[config.mk]
export PLATFORM = sky130hd
export DESIGN_NAME = btb_update_ctrl
export DESIGN_NICKNAME = d
export VERILOG_FILES = /design/src/rtl/lc3b_types.sv /design/src/rtl/btb_update_fifo.sv /design/src/rtl/btb_update_ctrl.sv
export SDC_FILE = /design/constraint.sdc
export NUM_CORES = 1
export LEC_CHECK = 0
export CAP_MARGIN = 15
export CORE_ASPECT_RATIO = 0.6
export CORE_MARGIN = 4
export CORE_UTILIZATION = 42
export CTS_BUF_LIST = sky130_fd_sc_hd__clkbuf_8 sky130_fd_sc_hd__clkbuf_16
export CTS_CLUSTER_DIAMETER = 50
export DETAILED_ROUTE_END_ITERATION = 10
export GPL_TIMING_DRIVEN = 0
export PLACE_DENSITY = 0.76
export SETUP_SLACK_MARGIN = 0.05
export SYNTH_ARGS = -nofsm -noshare
export SYNTH_HDL_FRONTEND = slang
export SYNTH_HIERARCHICAL = 1
export SYNTH_SLANG_ARGS = --single-unit
[constraint.sdc]
create_clock -name clk -period 7.7 [get_ports clk]
set_input_delay 0.77 -clock clk [delete_from_list [all_inputs] [get_ports clk]]
set_output_delay 0.77 -clock clk [all_outputs]
set_load 0.01 [all_outputs]
[src/rtl/lc3b_types.sv]
// Shared LC-3b front-end types: machine word, BTB update payload and BTB geometry helpers.
package lc3b_types;

  typedef logic [15:0] lc3b_word;

  localparam int unsigned BTB_IDX_W = 3;

  typedef struct packed {
    lc3b_word pc;
    lc3b_word target;
    logic     taken;
  } btb_update_t;

  // Tag covers pc[15:idx_w+1]; pc[0] never participates.
  function automatic int unsigned btb_tag_w(input int unsigned idx_w);
    return 15 - idx_w;
  endfunction

endpackage

[src/rtl/btb_update_fifo.sv]
// Synchronous FIFO for BTB resolution updates; pushes to a full FIFO and pops from an empty one are ignored.
module btb_update_fifo #(
  parameter int unsigned W     = 33,
  parameter int unsigned DEPTH = 4,
  localparam int unsigned PW   = $clog2(DEPTH),
  localparam int unsigned CW   = PW + 1
) (
  input  logic          clk,
  input  logic          reset,
  input  logic          push,
  input  logic          pop,
  input  logic [W-1:0]  wdata,
  output logic [W-1:0]  rdata,
  output logic          full,
  output logic          empty,
  output logic [CW-1:0] count
);

  logic [W-1:0]  mem [DEPTH];
  logic [PW-1:0] wr_ptr;
  logic [PW-1:0] rd_ptr;
  logic          do_push;
  logic          do_pop;

  assign full    = (count == CW'(DEPTH));
  assign empty   = (count == '0);
  assign do_push = push && !full;
  assign do_pop  = pop && !empty;
  assign rdata   = mem[rd_ptr];

  // Pointers wrap naturally because DEPTH is a power of two.
  always_ff @(posedge clk) begin
    if (reset) begin
      wr_ptr <= '0;
      rd_ptr <= '0;
      count  <= '0;
    end else begin
      if (do_push) wr_ptr <= wr_ptr + PW'(1);
      if (do_pop)  rd_ptr <= rd_ptr + PW'(1);
      if (do_push && !do_pop)      count <= count + CW'(1);
      else if (do_pop && !do_push) count <= count - CW'(1);
    end
  end

  always_ff @(posedge clk) begin
    if (do_push) mem[wr_ptr] <= wdata;
  end

endmodule

[src/rtl/btb_update_ctrl.sv]
// BTB port arbiter: fetch lookups own the single array port; queued WB updates drain on idle or starved cycles.
module btb_update_ctrl
  import lc3b_types::*;
#(
  parameter int unsigned IDX_W      = BTB_IDX_W,
  parameter int unsigned DEPTH      = 4,
  parameter int unsigned STARVE_MAX = 7
) (
  input  logic                          clk,
  input  logic                          reset,
  input  logic                          lookup_valid,
  input  logic [15:0]                   lookup_pc,
  output logic                          lookup_hit,
  output logic [15:0]                   lookup_target,
  input  logic                          update_valid,
  input  logic [15:0]                   update_pc,
  input  logic [15:0]                   update_target,
  input  logic                          update_taken,
  output logic                          update_ready,
  output logic [IDX_W-1:0]              btb_addr,
  output logic                          btb_we,
  output logic                          btb_wvalid,
  output logic [btb_tag_w(IDX_W)-1:0]   btb_wtag,
  output logic [15:0]                   btb_wtarget,
  input  logic                          btb_rvalid,
  input  logic [btb_tag_w(IDX_W)-1:0]   btb_rtag,
  input  logic [15:0]                   btb_rtarget,
  output logic                          init_done
);

  localparam int unsigned UPD_W = $bits(btb_update_t);
  localparam int unsigned CNT_W = $clog2(DEPTH) + 1;
  localparam int unsigned SV_W  = $clog2(STARVE_MAX + 1);

  typedef enum logic {ST_INIT, ST_RUN} state_t;

  state_t            state;
  logic [IDX_W-1:0]  sweep_cnt;
  logic [SV_W-1:0]   starve_cnt;
  logic [UPD_W-1:0]  fifo_rdata;
  logic [CNT_W-1:0]  fifo_count;
  logic              fifo_full;
  logic              fifo_empty;
  logic              fifo_push;
  btb_update_t       head;
  btb_update_t       upd_in;
  logic              write_cyc_c;
  logic              unused_ok;

  assign upd_in    = '{pc: update_pc, target: update_target, taken: update_taken};
  assign head      = btb_update_t'(fifo_rdata);
  assign unused_ok = ^{lookup_pc[0], head.pc[0]};

  // Updates are accepted during the sweep too; they simply wait for RUN.
  assign update_ready = !reset && !fifo_full;
  assign fifo_push    = update_valid && update_ready;
  assign init_done    = !reset && (state == ST_RUN);

  // Drain on an idle fetch port, or steal the port once the head has waited long enough.
  assign write_cyc_c = !reset && (state == ST_RUN) && !fifo_empty &&
                       (!lookup_valid || (starve_cnt == SV_W'(STARVE_MAX)));

  btb_update_fifo #(
    .W     (UPD_W),
    .DEPTH (DEPTH)
  ) u_fifo (
    .clk   (clk),
    .reset (reset),
    .push  (fifo_push),
    .pop   (write_cyc_c),
    .wdata (UPD_W'(upd_in)),
    .rdata (fifo_rdata),
    .full  (fifo_full),
    .empty (fifo_empty),
    .count (fifo_count)
  );

  // Sweep sequencing and starvation tracking.
  always_ff @(posedge clk) begin
    if (reset) begin
      state      <= ST_INIT;
      sweep_cnt  <= '0;
      starve_cnt <= '0;
    end else begin
      case (state)
        ST_INIT: begin
          sweep_cnt <= sweep_cnt + IDX_W'(1);
          if (sweep_cnt == '1) state <= ST_RUN;
        end
        ST_RUN: begin
          if ((fifo_count == '0) || write_cyc_c) begin
            starve_cnt <= '0;
          end else if (starve_cnt != SV_W'(STARVE_MAX)) begin
            starve_cnt <= starve_cnt + SV_W'(1);
          end
        end
        default: state <= ST_INIT;
      endcase
    end
  end

  // Array port mux and hit qualification; everything reads zero while reset is held.
  always_comb begin
    btb_addr      = '0;
    btb_we        = 1'b0;
    btb_wvalid    = 1'b0;
    btb_wtag      = '0;
    btb_wtarget   = '0;
    lookup_hit    = 1'b0;
    lookup_target = '0;
    if (!reset) begin
      if (state == ST_INIT) begin
        btb_we   = 1'b1;
        btb_addr = sweep_cnt;
      end else if (write_cyc_c) begin
        btb_we      = 1'b1;
        btb_addr    = head.pc[IDX_W:1];
        btb_wvalid  = head.taken;
        btb_wtag    = head.pc[15:IDX_W+1];
        btb_wtarget = head.target;
      end else begin
        btb_addr   = lookup_pc[IDX_W:1];
        lookup_hit = lookup_valid && btb_rvalid && (btb_rtag == lookup_pc[15:IDX_W+1]);
        if (lookup_hit) lookup_target = btb_rtarget;
      end
    end
  end

endmodule

==> results of run 1 <==
==> critical path, cell delays in order <==
cell and delay, ns:
clkdlybuf4s50_1 0.43, and2b_2 0.29, o2111ai_2 0.16, nor4_4 0.45, buf_6 0.19, and2_1 0.12, clkdlybuf4s50_1 0.56
==> path summary, 6_finish.rpt <==
| check | start | endpoint | slack (ns) | cells past startpoint |
|---|---|---|---|---|
| worst max-delay path | reset | lookup_target[14] | 3.96 | 7 |
| worst min-delay path | starve_cnt[2] | starve_cnt[2] | 0.49 | 1 |
| worst max register to register | u_fifo/count[0] | u_fifo/count[2] | 4.61 | 11 |
| worst min register to register | starve_cnt[2] | starve_cnt[2] | 0.49 | 1 |
==> layer usage <==
layer	part of all wire (%)	track usage (%)
met4	1.3	4.61
met2	48	26.3
met3	7.0	5.11
met5	0	0
met1	44	22.5
==> power groups by stage <==
stage                     Sequential (mW)  Combinational [mW]  Clock (mW)
after detailed placement            0.902               0.126           0
final                               0.886               0.127       0.746
after global placement              0.900               0.121           0
after global routing                0.888               0.138       0.798
after floorplan                     0.899              0.0555           0
after CTS                           0.886               0.128       0.758
==> state kept, by name, indices dropped and copies added (netlist names), named ones only <==
| signal | flops |
|---|---|
| u_fifo/count | 3 |
| sweep_cnt | 3 |
| state | 1 |
| u_fifo/mem | 128 |
| u_fifo/rd_ptr | 2 |
| starve_cnt | 3 |
| u_fifo/wr_ptr | 2 |
==> stage by stage <==
step	hold WS, ns	total power, mW	instance area [um2]	util (%)
6_report	0.491	1.76	8120	58.7
5_1_grt	0.509	1.82	8120	58.7
4_1_cts	0.492	1.77	8120	58.7
3_5_place_dp	0.473	1.03	7570	54.7
3_3_place_gp	0.466	1.02	7560	54.7
2_1_floorplan	0.454	0.955	6010	-
==> final cells by class <==
| class | instances | area share (%) |
|---|---|---|
| Clock inverter | 15 | 1.54 |
| Multi-Input combinational cell | 163 | 20.9 |
| Inverter | 5 | 0.231 |
| Tap cell | 192 | 2.96 |
| Clock buffer | 17 | 5.24 |
| Sequential cell | 144 | 51.3 |
| Timing Repair Buffer | 131 | 16.2 |
| Buffer | 18 | 1.66 |
==> impl_metrics.toml, run 1 <==
[cells_and_area]
n_fill_cell = 1046
nNetsFinal = 572
register_area_mm2 = 0.00416
multiInputGateArea_mm2 = 0.00170
final_common_cell = "clkdlybuf4s50_1"
antenna_cells = 0
instances_no_fill = 685
final_cell_mix = "clkdlybuf4s50_1, edfxtp_1, mux4_2"
syn2layout_area_growth_pct = 35.1
drive_gt1_share_pct = 16.4

[cts]
holdBufCountCts = 0
cts_made_buffers = 17
post-cts-setup-buffer-count = 0
clkTransAtPathRegs_ns = 0.06
cts_tree = "built"
htree_levels = 4
cts-root-buf = "clkbuf_16"
cts.repair.resized = 0
clock_path_buffers = 2
clk_latency_ns = 0.41
cts.sink_count = 144

[run]
maxCapViolCount = 0

[placed_design]
dp_cells = 653
io_buffers = 131
hpwl_um = 9010
globalplace.congestion = 0.718
place_ws_ns = 3.93

[critical_path]
endpoint_kind = "output port"
worstSetupPathType = "in2out"
crit_required_ns = 6.93
worstSetupStartpointType = "input pin"
crit_fanout = 10
arrival_ns = 2.97

[route]
ant_nets = 0
drt_first_pass_iters = 4
drt-total-wl_um = 13200
vias_per_cell = 5.04
wl_per_cell_um = 19.2
first_iter_violations = 174
drc_errors = 0
vias = 3452

[grt]
grt_pass1_wl_um = 20400
antenna_found_initial = 0
gr-usage-all-layers_pct = 16.6
grt_pass1_vias = 3718
overflow = 0
grt_max_degree = 33

[sta]
min_period_ns = 3.74
fin_crit_sh_pct = 48.5
hold_viol = 0
setup_tns_ns = 0
drv_slew = 0
relSlewSlack_pct = 37.4
max_freq_ghz = 0.268
finalSetupViolations = 0
clock_skew_ns = 0.00620
setup_ws_ns = 3.96
worst_pin_slew_ns = 0.939
rsz0062_at_grt = "false"

[yosys]
syn_nets = 422
syn_inst = 330
synth_warnings = 6
syn_avg_cell_area_um2 = 18.2
synth_area_mm2 = 0.00601

[power_and_ir_drop]
netSwitchingFraction_pct = 21.3
p_leak_nw = 2.80
internal-power_mw = 1.38
p_per_area_mw_per_mm2 = 217
p_seq_share_pct = 50.4
pwr-share-clk_pct = 42.4
comb_power_share_pct = 7.2
p_sw_uw = 374
ir_worst_vdd_uv = 176

[worst_hold_path]
hp-class = "reg2reg"

[die]
row_count = 33
initial_core_util_pct = 43.5
die_area_mm2 = 0.0164
ios = 134
dieWidth_um = 162
die_y_um = 101
design.core.area_mm2 = 0.0138

[status]
status = "finished, final reports clean"
Note: power is estimated with default switching activity, not from simulation.
==> inputs of run 2 (changes only) <==
- clock period: 7.7 -> 3.7 ns (I/O delays scaled with it)
==> results of run 2 <==
Same layout as run 1 (identical final DEF). Status: finished, final reports clean.
Among the figures that moved: setup slack after placement 3.93 ns -> 0.584 ns; setup slack after layout 3.96 ns -> 0.535 ns; start point of the critical path reset -> starve_cnt[0]; end point of the critical path lookup_target[14] -> btb_wtag[2]; register-to-register setup slack 4.61 ns -> 0.61 ns; total power 1.76 mW -> 3.66 mW; worst IR drop on VDD 176 uV -> 367 uV
==> inputs of run 3 (changes only) <==
- ABC_CLOCK_PERIOD_IN_PS: unset -> 3700
==> results of run 3 <==
Same layout as run 1 (identical final DEF). Status: finished, final reports clean.
Among the figures that moved: setup slack after placement 3.93 ns -> 0.584 ns; setup slack after layout 3.96 ns -> 0.535 ns; start point of the critical path reset -> starve_cnt[0]; end point of the critical path lookup_target[14] -> btb_wtag[2]; register-to-register setup slack 4.61 ns -> 0.61 ns; total power 1.76 mW -> 3.66 mW; worst IR drop on VDD 176 uV -> 367 uV
